File: config.mk
export PLATFORM = sky130hd
export DESIGN_NAME = fdc_stim_gen
export DESIGN_NICKNAME = d
export VERILOG_FILES = /design/src/rtl/fdc_pkg.sv /design/src/rtl/fdc_divider.sv /design/src/rtl/fdc_stim_gen.sv
export SDC_FILE = /design/constraint.sdc
export NUM_CORES = 1
export LEC_CHECK = 0
export CELL_PAD_IN_SITES_DETAIL_PLACEMENT = 0
export CELL_PAD_IN_SITES_GLOBAL_PLACEMENT = 2
export CORE_UTILIZATION = 36
export DETAILED_ROUTE_END_ITERATION = 8
export PLACE_DENSITY_LB_ADDON = 0.1
export SKIP_LAST_GASP = 1
export SLEW_MARGIN = 30
export SYNTH_ARGS = -nofsm -noshare
export SYNTH_HDL_FRONTEND = slang
export SYNTH_SLANG_ARGS = --single-unit
File: constraint.sdc
create_clock -name clk -period 7.6 [get_ports clk]
set_clock_uncertainty 0.1 [all_clocks]
set_input_delay 1.52 -clock clk [delete_from_list [all_inputs] [get_ports clk]]
set_output_delay 1.52 -clock clk [all_outputs]
set_load 0.01 [all_outputs]
File: src/rtl/fdc_pkg.sv
// Shared types and widths for the FDC stimulus generator.
package fdc_pkg;

   localparam int unsigned REF_DIV_W = 8;
   localparam int unsigned SIG_DIV_W = 8;
   localparam int unsigned PW_W      = 4;
   localparam int unsigned CNT_W     = 8;
   // Phase counter holds up to P-1 = ref_div+1, so it needs one extra bit.
   localparam int unsigned PH_W      = REF_DIV_W + 1;

   typedef enum logic [1:0] {
      ST_IDLE = 2'd0,
      ST_RUN  = 2'd1,
      ST_DONE = 2'd2
   } fdc_state_e;

   // Reference pulse width: requested width, clamped so at least one low cycle per period.
   function automatic logic [PH_W-1:0] pulse_width(input logic [REF_DIV_W-1:0] ref_div,
                                                   input logic [PW_W-1:0]      pulse_w);
      logic [PH_W-1:0] req;
      logic [PH_W-1:0] lim;
      req = PH_W'(pulse_w) + PH_W'(1);
      lim = PH_W'(ref_div) + PH_W'(1);
      return (req < lim) ? req : lim;
   endfunction

endpackage

File: src/rtl/fdc_divider.sv
// Programmable modulo counter: counts 0..i_max while enabled, wraps to 0 with a strobe.
module fdc_divider
   import fdc_pkg::*;
#(
   parameter int unsigned Width = PH_W
) (
   input  logic             clk,
   input  logic             rst,
   input  logic             i_en,
   input  logic             i_clr,
   input  logic [Width-1:0] i_max,
   output logic [Width-1:0] o_count,
   output logic             o_wrap
);

   logic [Width-1:0] r_count;
   logic [Width-1:0] w_count_d;

   assign o_count = r_count;
   assign o_wrap  = i_en && !i_clr && (r_count == i_max);

   // Next count: clear wins, then wrap, then increment.
   always_comb begin
      w_count_d = r_count;
      if (i_clr) begin
         w_count_d = '0;
      end else if (o_wrap) begin
         w_count_d = '0;
      end else if (i_en) begin
         w_count_d = r_count + Width'(1);
      end
   end

   // Count register with synchronous reset.
   always_ff @(posedge clk) begin
      if (rst) begin
         r_count <= '0;
      end else begin
         r_count <= w_count_d;
      end
   end

endmodule

File: src/rtl/fdc_stim_gen.sv
// Stimulus generator for an FDC: emits a reference pulse train and a square wave.
module fdc_stim_gen
   import fdc_pkg::*;
(
   input  logic                 clk,
   input  logic                 rst,
   input  logic                 ena,
   input  logic                 cfg_valid,
   output logic                 cfg_ready,
   input  logic [REF_DIV_W-1:0] cfg_ref_div,
   input  logic [SIG_DIV_W-1:0] cfg_sig_div,
   input  logic [PW_W-1:0]      cfg_pulse_w,
   input  logic [CNT_W-1:0]     cfg_count,
   input  logic                 stop,
   output logic                 ref_pulse,
   output logic                 sig_out,
   output logic                 busy,
   output logic                 done,
   output logic [CNT_W-1:0]     pulse_cnt
);

   fdc_state_e           r_state;
   fdc_state_e           w_state_d;
   logic [REF_DIV_W-1:0] r_ref_div;
   logic [SIG_DIV_W-1:0] r_sig_div;
   logic [PW_W-1:0]      r_pulse_w;
   logic [CNT_W-1:0]     r_count;
   logic                 r_stop_req;
   logic [CNT_W-1:0]     r_pulse_cnt;
   logic                 r_cfg_ready;
   logic                 r_busy;
   logic                 r_done;
   logic                 r_ref_pulse;
   logic                 r_sig_out;

   logic                 w_accept;
   logic                 w_run_en;
   logic                 w_ph_wrap;
   logic                 w_half_wrap;
   logic                 w_last;
   logic [PH_W-1:0]      w_phase;
   logic [PH_W-1:0]      w_phase_nxt;
   logic [PH_W-1:0]      w_width_d;
   logic [SIG_DIV_W-1:0] w_half;
   logic                 w_sig_d;
   logic                 w_unused_half;

   assign w_accept = ena && cfg_valid && (r_state == ST_IDLE);
   assign w_run_en = ena && (r_state == ST_RUN);
   // Final period: counted run reached N, or a stop is pending or arriving now.
   assign w_last   = r_stop_req || stop || ((r_count != '0) && (r_pulse_cnt == r_count));

   // Half-period counter is only needed for its wrap strobe.
   assign w_unused_half = ^w_half;

   fdc_divider #(
      .Width (PH_W)
   ) u_phase_div (
      .clk     (clk),
      .rst     (rst),
      .i_en    (w_run_en),
      .i_clr   (w_accept),
      .i_max   (PH_W'(r_ref_div) + PH_W'(1)),
      .o_count (w_phase),
      .o_wrap  (w_ph_wrap)
   );

   fdc_divider #(
      .Width (SIG_DIV_W)
   ) u_half_div (
      .clk     (clk),
      .rst     (rst),
      .i_en    (w_run_en),
      .i_clr   (w_accept),
      .i_max   (r_sig_div),
      .o_count (w_half),
      .o_wrap  (w_half_wrap)
   );

   // FSM next state; the state register only advances when ena is high.
   always_comb begin
      w_state_d = r_state;
      case (r_state)
         ST_IDLE: if (w_accept) w_state_d = ST_RUN;
         ST_RUN:  if (w_ph_wrap && w_last) w_state_d = ST_DONE;
         ST_DONE: w_state_d = ST_IDLE;
         default: w_state_d = ST_IDLE;
      endcase
   end

   // Next-cycle phase and width, so outputs can be registered rather than decoded.
   always_comb begin
      w_phase_nxt = (w_accept || w_ph_wrap) ? '0 : w_phase + PH_W'(1);
      w_width_d   = w_accept ? pulse_width(cfg_ref_div, cfg_pulse_w)
                             : pulse_width(r_ref_div, r_pulse_w);
      w_sig_d     = 1'b0;
      if (w_state_d == ST_RUN && !w_accept) begin
         w_sig_d = w_half_wrap ? ~r_sig_out : r_sig_out;
      end
   end

   // Control state, latched configuration and pulse counter.
   always_ff @(posedge clk) begin
      if (rst) begin
         r_state     <= ST_IDLE;
         r_ref_div   <= '0;
         r_sig_div   <= '0;
         r_pulse_w   <= '0;
         r_count     <= '0;
         r_stop_req  <= 1'b0;
         r_pulse_cnt <= '0;
      end else if (ena) begin
         r_state <= w_state_d;
         if (w_accept) begin
            r_ref_div <= cfg_ref_div;
            r_sig_div <= cfg_sig_div;
            r_pulse_w <= cfg_pulse_w;
            r_count   <= cfg_count;
         end
         if (w_accept || w_state_d != ST_RUN) begin
            r_stop_req <= 1'b0;
         end else if (stop) begin
            r_stop_req <= 1'b1;
         end
         if (w_accept) begin
            r_pulse_cnt <= '0;
         end else if (w_run_en && w_phase == '0) begin
            r_pulse_cnt <= r_pulse_cnt + CNT_W'(1);
         end
      end
   end

   // Output registers, loaded from next-state values.
   always_ff @(posedge clk) begin
      if (rst) begin
         r_cfg_ready <= 1'b1;
         r_busy      <= 1'b0;
         r_done      <= 1'b0;
         r_ref_pulse <= 1'b0;
         r_sig_out   <= 1'b0;
      end else if (ena) begin
         r_cfg_ready <= (w_state_d == ST_IDLE);
         r_busy      <= (w_state_d == ST_RUN);
         r_done      <= (w_state_d == ST_DONE);
         r_ref_pulse <= (w_state_d == ST_RUN) && (w_phase_nxt < w_width_d);
         r_sig_out   <= w_sig_d;
      end
   end

   assign cfg_ready = r_cfg_ready;
   assign busy      = r_busy;
   assign done      = r_done;
   assign ref_pulse = r_ref_pulse;
   assign sig_out   = r_sig_out;
   assign pulse_cnt = r_pulse_cnt;

endmodule

Word level (Yosys, flattened, before mapping):

Cells that the tools add are included.

* register bits after elaboration: 61
* bits in latches: 0
* bits in writable memories: 0
* bits in read-only memories: 0
* input port bits: 33
* output and inout bits: 13
* word-level logic and storage cells: 74
* memories kept: 0

* add/subtract/negate cells: 7
* $mul: 0
* div/mod/pow operators: 0
* magnitude comparators: 3
* equality and inequality tests: 8
* shifts and indexed selects: 0
* multiplexer cells: 13
* bitwise operators: 1
* reductions and logical operators: 28

Operators by type and width (count)
* two-way mux 9 bit: 4
* adder 8 x 1 -> 9 bit, second input constant: 2
* < comparator 5 x 9 -> 1 bit: 2
* adder 8 x 1 -> 8 bit, second input constant: 2
* equality test 8 bit: 2
* two-way mux 8 bit: 2
* logical AND 1 bit: 11
* adder 4 x 1 -> 5 bit, second input constant: 2
* adder 9 x 1 -> 9 bit, second input constant: 1
* equality test 9 bit: 1
* logical NOT 9 bit: 1
* < comparator 9 bit: 1
* AND reduction 2 bit: 4
* nonzero test 8 bit: 1
* OR reduction 3 bit: 2
* equality test 2 x 1 -> 1 bit, second input constant: 2
* logical NOT 2 bit: 2
* logical OR 1 bit: 4
* two-way mux 1 bit: 4
* two-way mux 2 bit: 2
* one-hot mux 2 bit (2 select lines): 1
* nonzero test 2 bit: 2
* equality test 2 bit, second input constant: 1
* != test 2 x 1 -> 1 bit, second input constant: 1
* 3 further kinds: 3

Longest topological paths before layout:

Gate-level depths: netlist (run 1).

* depth after elaboration: 12
* gate-level depth with buffers: 20
* gate-level depth less buffers: 19

Cells and area by module:

Synthesis (run 1) repeated with hierarchy kept, for this count alone.

* cells, all modules: 478
* area, all modules: 3883.7 µm²

By module, submodules not included
* fdc_stim_gen: instances 1, cells each 374, area each 2939.1 µm², seq. area each 880.8 µm²
* fdc_divider (u_phase_div): instances 1, cells each 55, area each 489.2 µm², seq. area each 180.2 µm²
* fdc_divider (u_half_div): instances 1, cells each 49, area each 455.4 µm², seq. area each 160.2 µm²

Worst setup path after synthesis (run 1):

No wires, ideal clock.

* path kind: input port to flip-flop
* start point: in cfg_pulse_w[0]
* end point: reg r_ref_pulse, in the netlist ref_pulse
* setup time: 74 ps
* arrival time: 4610 ps
* required time: 7426 ps
* slack: 2816 ps
* stages: 20
* buffers on the path: 1
* cells stage by stage: ha_1 xnor2_1 inv_1 ha_1 nand2_1 o21ai_0 a21o_1 a21oi_1 or4_1 clkbuf_8 mux2i_1 a21oi_1 ha_1 a21oi_1 nor2_1 a2111oi_0 o21ai_0 o211ai_1 a31oi_1 a31oi_1

* longest elaborated chain between the ends: 6

RTL lines
* start: declaration: RTL line fdc_stim_gen.sv:12 `input logic [PW_W-1:0] cfg_pulse_w,`
* adder 4 x 1 -> 5 bit *: RTL line fdc_pkg.sv:22 `req = PH_W'(pulse_w) + PH_W'(1);`
* < comparator 5 x 9 -> 1 bit: RTL line fdc_pkg.sv:24 `return (req < lim) ? req : lim;`
* two-way mux 9 bit *: RTL line fdc_pkg.sv:24
* two-way mux 9 bit *: RTL line fdc_stim_gen.sv:94 `w_width_d = w_accept ? pulse_width(cfg_ref_div, cfg_pulse_w)`
* < comparator 9 bit *: RTL line fdc_stim_gen.sv:145 `r_ref_pulse <= (w_state_d == ST_RUN) && (w_phase_nxt < w_width_d);`
* logical AND 1 bit *: RTL line fdc_stim_gen.sv:145
* end signal: assignment: RTL line fdc_stim_gen.sv:145
* end: declaration: RTL line fdc_stim_gen.sv:33 `logic r_ref_pulse;`

Every way passes the cells marked *; elsewhere a longest branch is shown, timed or not.
A chain may end at the register's enable or synchronous reset.

Worst setup path in the final report (run 1):

Ends and elaborated chain as after synthesis.

==> results of run 1 <==
[logic make-up (layout without fill, tap and decap cells)]
group / count (synthesis) / after routing / synth area share
compound gates: 79 / 79 / 0.1306
xor+xnor: 61 / 61 / 0.1435
fa+ha+maj: 23 / 23 / 0.07624
buf+inv: 34 / 74 / 0.04309
flops: 61 / 61 / 0.3235
mux: 10 / 10 / 0.02718
other cells: 1 / 4 / 0.0009934
simple gates: 203 / 203 / 0.2549
[state kept, by name (all words and copies together), names as in the netlist]
name,flops
u_phase_div.o_count,9
pulse_cnt,8
r_count,8
r_ref_div,8
r_sig_div,8
u_half_div.o_count,8
r_pulse_w,4
r_state,2
busy,1
cfg_ready,1
done,1
r_stop_req,1
ref_pulse,1
sig_out,1
[report_power, final]
part | internal (mW) | switching (mW)
clock | 0.218 | 0.138
combinational | 0.0651 | 0.0728
sequential | 0.331 | 0.0127
total | 0.614 | 0.224
[stage by stage]
stage                     hold WS (ns)  setup WS, ns
final                           0.3715         2.245
after global routing            0.4027         1.920
after CTS                       0.3754         2.282
after detailed placement        0.3648         1.949
after global placement          0.3619         1.975
after floorplan                 0.3478         2.816
[area by class of cell]
type / count / area, um^2
Clock inverter: 6 / 111.4
Fill cell: 1088 / 5688
Sequential cell: 61 / 1221
Clock buffer: 10 / 127.6
Timing Repair Buffer: 48 / 473.0
Multi-Input combinational cell: 380 / 2402
Tap cell: 136 / 170.2
Inverter: 10 / 37.54
[cell usage in the layout, fill, tap and decap left out, types with 9 or more instances in the layout]
| cell | Yosys | routed |
|---|---|---|
| inv_1 | 10 | 10 |
| nor3_1 | 9 | 9 |
| clkdlybuf4s50_1 | 0 | 45 |
| ha_1 | 23 | 23 |
| nor2_1 | 48 | 48 |
| o21ai_0 | 9 | 9 |
| xor2_1 | 34 | 34 |
| a21oi_1 | 47 | 47 |
| nand2_1 | 83 | 83 |
| clkbuf_8 | 3 | 9 |
| nand4_1 | 12 | 12 |
| dfxtp_1 | 61 | 61 |
| xnor2_1 | 26 | 26 |
| nand3_1 | 15 | 15 |
[critical path, stage by stage]
cell             delay (ns)
clkdlybuf4s50_1        0.48
ha_1                   0.26
xnor2_1                0.18
inv_1                  0.06
ha_1                   0.29
nand2_1                0.05
o21ai_0                0.16
a21o_1                 0.14
a21oi_1                0.05
or4_1                  0.62
mux2i_1                0.23
a21oi_1                0.09
ha_1                   0.33
a21oi_1                0.14
nor2_1                 0.06
a2111oi_0              0.37
o21ai_0                0.15
o211ai_1               0.10
a31oi_1                0.10
a31oi_1                0.14
[final timing paths]
path,cells past startpoint,slack [ns],endpoint
worst max register to register,18,3.35,ref_pulse
worst min-delay path,2,0.37,r_sig_div[3]
worst max-delay path,20,2.24,ref_pulse
worst min register to register,2,0.37,r_sig_div[3]
[metal layers]
metal / up-vias / track usage / share of wire
li1: 1691 / - / -
met1: 1545 / 0.2454 / 0.50
met3: 12 / 0.04010 / 0.037
met2: 62 / 0.2909 / 0.44
met4: 0 / 0.07041 / 0.017
met5: - / 0 / 0
==> results.tsv, run 1 <==
metric	value	unit
register area share after synthesis	0.3235	
Mapped Cells	472	
Setup crit end kind	flip-flop	
status	finished, final reports clean	
final instance area	4543	um^2
Post-DP HPWL	6975	um
Ys Warns	0	
Post-synth EDFFs	0	
Clock Tree Buf Depth	2	
Final Hold Violating Endpoints	0	
Die Area	10900	um^2
critical path launch point type	input port	
Ports	46	
largest net degree at the start of global routing	40	
DP Area	4304	um^2
CTS H-tree lvls	3	
VDD IR max	79.20	uV
num rows	37	
worst path arrival time	5.53	ns
max frequency	186.7	MHz
PostCTS Resize Cnt	0	
Core Box Area	10230	um^2
Avg Inst Size Synth	7.998	um^2
initial DRC count	115	
Ant. Diodes	0	
share of layout cells above drive strength 1	0.06602	
root buffer cell	clkbuf_8	
fin crit share	0.7046	
Worst Max-Slew Pin Slew	0.7028	ns
Synth Cell Area	3775	um^2
routed vias/inst	5.084	
Worst Hold Class	reg2reg	
worst path required time	7.78	ns
Die H	104.4	um
worst-path maximum fanout	5	
global route overflow	0	
antenna viol nets, final	0	
initial antenna violation count	0	
top cells by count, synth	83 x nand2_1, 61 x dfxtp_1, 48 x nor2_1	
Initial Util	0.3690	
Max Slew Vio Count	0	
Avg WL per Cell	14.50	um
vias post-DR	3310	
Synth Register Bits	61	
input/output buffers	45	
total wire length	9442	um
crit path from	cfg_pulse_w[0]	
synthesis-to-layout area growth	20.35	%
synth top area cells	dfxtp_1 32%, nand2_1 8.3%, xor2_1 7.9%	
cell area power density	184.4	nW/um^2
TritonCTS Buffers	9	
Synth area leader	dfxtp_1	
Design Power	837.7	uW
DRC viols	0	
setup_tns	0	ns
hold_sp	r_sig_div[3]	
clock-pin slew on the worst setup and hold paths	0.07	ns
count leader, synth	nand2_1	
non-filler cells, final	651	
CTS tree	yes	
Slew headroom	0.5315	
final setup vio count	0	
Netlist cell types	57	
r2r startpoint	r_ref_div[2]	
GP Congestion	0.8549	
ys async rst share	0	
Total GRT Usage	0.1847	
first-pass GRT wire length	15870	um
min Tclk post-route	5.355	ns
vias in the first global route	3228	
post-CTS setup repair buffer count	0	
fin nets	566	
clock sinks	61	
P_leak	1.743	nW
Crit Path Class	in2reg	
die width	104.4	um
Placed Cells incl. Taps	635	
first-pass detailed-route iteration total	4	
Clk Latency, worst-skew pair	0.35	ns
final core occ	0.4441	
cts hold-fix bufs	0	
RSZ-0062 raised after global routing	no	
top-area cell type share of the netlist area	0.3235	
Max Cap Violations	0	
Top FF cell, synth	dfxtp_1	
Note: power is estimated with default switching activity, not from simulation.
==> run 2, diff against run 1 <==
Settings changed: CORE_UTILIZATION 36 to 30.
Clock period 7.6 ns to 4.3 ns, I/O delays scaled along.
==> results.tsv, run 2 (synthesis results as in run 1) <==
metric	value	unit	change
total wire length	9929	um	+5.2%
final core occ	0.4034		-0.04066
Ports	46		unchanged
fin crit share	0.9501		
Core Box Area	12160	um^2	+19%
clock-pin slew on the worst setup and hold paths	0.05	ns	-0.02 ns
vias in the first global route	3349		+3.7%
worst-path maximum fanout	5		unchanged
vias post-DR	3352		+1.3%
routed vias/inst	4.721		-7.1%
Initial Util	0.3104		-0.05857
Ant. Diodes	0		unchanged
FF-to-FF End	ref_pulse		
fin nets	594		+4.9%
P_leak	1.946	nW	+12%
DP Area	4539	um^2	+5.5%
antenna viol nets, final	0		unchanged
Total GRT Usage	0.1670		-0.01774
critical path launch point type	input port		
final instance area	4906	um^2	+8.0%
Post-DP HPWL	7726	um	+11%
r2r startpoint	r_ref_div[1]		
largest net degree at the start of global routing	36		-10%
number of flip-flops in the largest register	9		unchanged
Hold WS	0.3675	ns	-0.003990 ns
reg2reg setup slack	0.46	ns	-2.89 ns
Die H	114.2	um	+9.4%
final setup vio count	0		unchanged
share of layout cells above drive strength 1	0.1236		+0.05760
Final Hold Violating Endpoints	0		unchanged
commonest non-fill, non-tap cell in the layout	nand2_1		
CTS tree	yes		
num rows	40		+8.1%
Setup crit end kind	flip-flop		
die width	114.2	um	+9.4%
CTS H-tree lvls	3		unchanged
max frequency	244.8	MHz	
initial DRC count	125		+8.7%
VDD IR max	134.6	uV	+70%
Hold Path Sink	r_sig_div[4]		
most frequent cells in the layout	83 x nand2_1, 61 x dfxtp_1, 48 x nor2_1, 47 x a21oi_1, 39 x clkdlybuf4s50_1		
Crit Path Class	in2reg		
Placed Cells incl. Taps	693		+9.1%
Clock Tree Buf Depth	2		unchanged
worst path arrival time	4.25	ns	-1.28 ns
Clk Latency, worst-skew pair	0.33	ns	-0.02 ns
non-filler cells, final	710		+9.1%
input/output buffers	45		unchanged
Die Area	13040	um^2	+20%
root buffer cell	clkbuf_16		
Reg2Reg Depth	18		unchanged
GP Congestion	0.8423		-1.5%
DRC viols	0		unchanged
hold_sp	r_sig_div[4]		
Max Cap Violations	0		unchanged
first-pass detailed-route iteration total	4		unchanged
cell area power density	340.4	nW/um^2	+85%
worst path required time	4.46	ns	-3.32 ns
Max Slew Vio Count	0		unchanged
first-pass GRT wire length	16840	um	+6.1%
Design Power	1.670	mW	+99%
global route overflow	0		unchanged
min Tclk post-route	4.086	ns	
clock sinks	61		unchanged
worst hold path depth	2		unchanged
status	finished, final reports clean		
Worst Hold Class	reg2reg		
Avg WL per Cell	13.98	um	-3.6%
TritonCTS Buffers	9		unchanged
synthesis-to-layout area growth	29.96	%	
initial antenna violation count	0		unchanged
-- run 2: worst max-delay path by stage --
stage	from	endpoint	slack [ns]
floorplan	cfg_pulse_w[0]	ref_pulse	0.18
global placement	cfg_pulse_w[0]	ref_pulse	-0.55
detailed placement	cfg_pulse_w[0]	ref_pulse	-0.61
CTS	cfg_ref_div[2]	ref_pulse	0.07
global route	cfg_pulse_w[1]	ref_pulse	-0.1
finish	cfg_pulse_w[1]	ref_pulse	0.21
-- run 2: area by class of cell --
| cell class | count | area (um^2) |
|---|---|---|
| Fill cell | 1242 | 7256 |
| Multi-Input combinational cell | 380 | 2432 |
| Sequential cell | 61 | 1221 |
| Timing Repair Buffer | 76 | 679.4 |
| Clock buffer | 12 | 256.5 |
| Tap cell | 168 | 210.2 |
| Clock inverter | 3 | 68.82 |
| Inverter | 10 | 37.54 |
-- run 2: stage by stage --
stage                     TNS (ns)  worst slack, ns
after floorplan                  0           0.1757
after global placement     -0.5489          -0.5489
after detailed placement   -0.6100          -0.6100
after CTS                        0          0.06829
after global routing      -0.09973         -0.09973
final                            0           0.2144
-- run 2: power by group --
| part | leakage [nW] | internal [mW] | total, mW | switching [mW] |
|---|---|---|---|---|
| clock | 0.159 | 0.536 | 0.791 | 0.254 |
| sequential | 0.495 | 0.586 | 0.607 | 0.0217 |
| combinational | 1.29 | 0.137 | 0.272 | 0.135 |
-- run 2: per-layer routing --
layer	routed length, um	vias to the layer above	part of all wire	global-route usage
li1	-	1746	-	-
met1	5047	1534	0.51	0.2279
met2	4325	57	0.44	0.2545
met3	321	15	0.032	0.02912
met4	234	0	0.024	0.07965
met5	0	-	0	0
-- run 2: critical path, stage by stage --
cell and delay, ns:
dlygate4sd2_1 0.25, ha_2 0.20, xnor2_2 0.16, inv_1 0.06, ha_1 0.28, nand2_1 0.05, o21ai_1 0.13, a21o_1 0.12
a21oi_1 0.06, or4_4 0.53, mux2i_1 0.20, a21oi_1 0.09, ha_1 0.30, a21oi_1 0.16, nor2_1 0.08, a2111oi_2 0.29
o21ai_1 0.10, o211ai_1 0.10, a31oi_1 0.10, a31oi_1 0.13
-- run 2: what timing repair did --
action	CTS	global route
hold buffers	0	0
pin swaps	14	3
gates resized for setup	11	4
buffers inserted	2	0
setup endpoints to repair	1	1
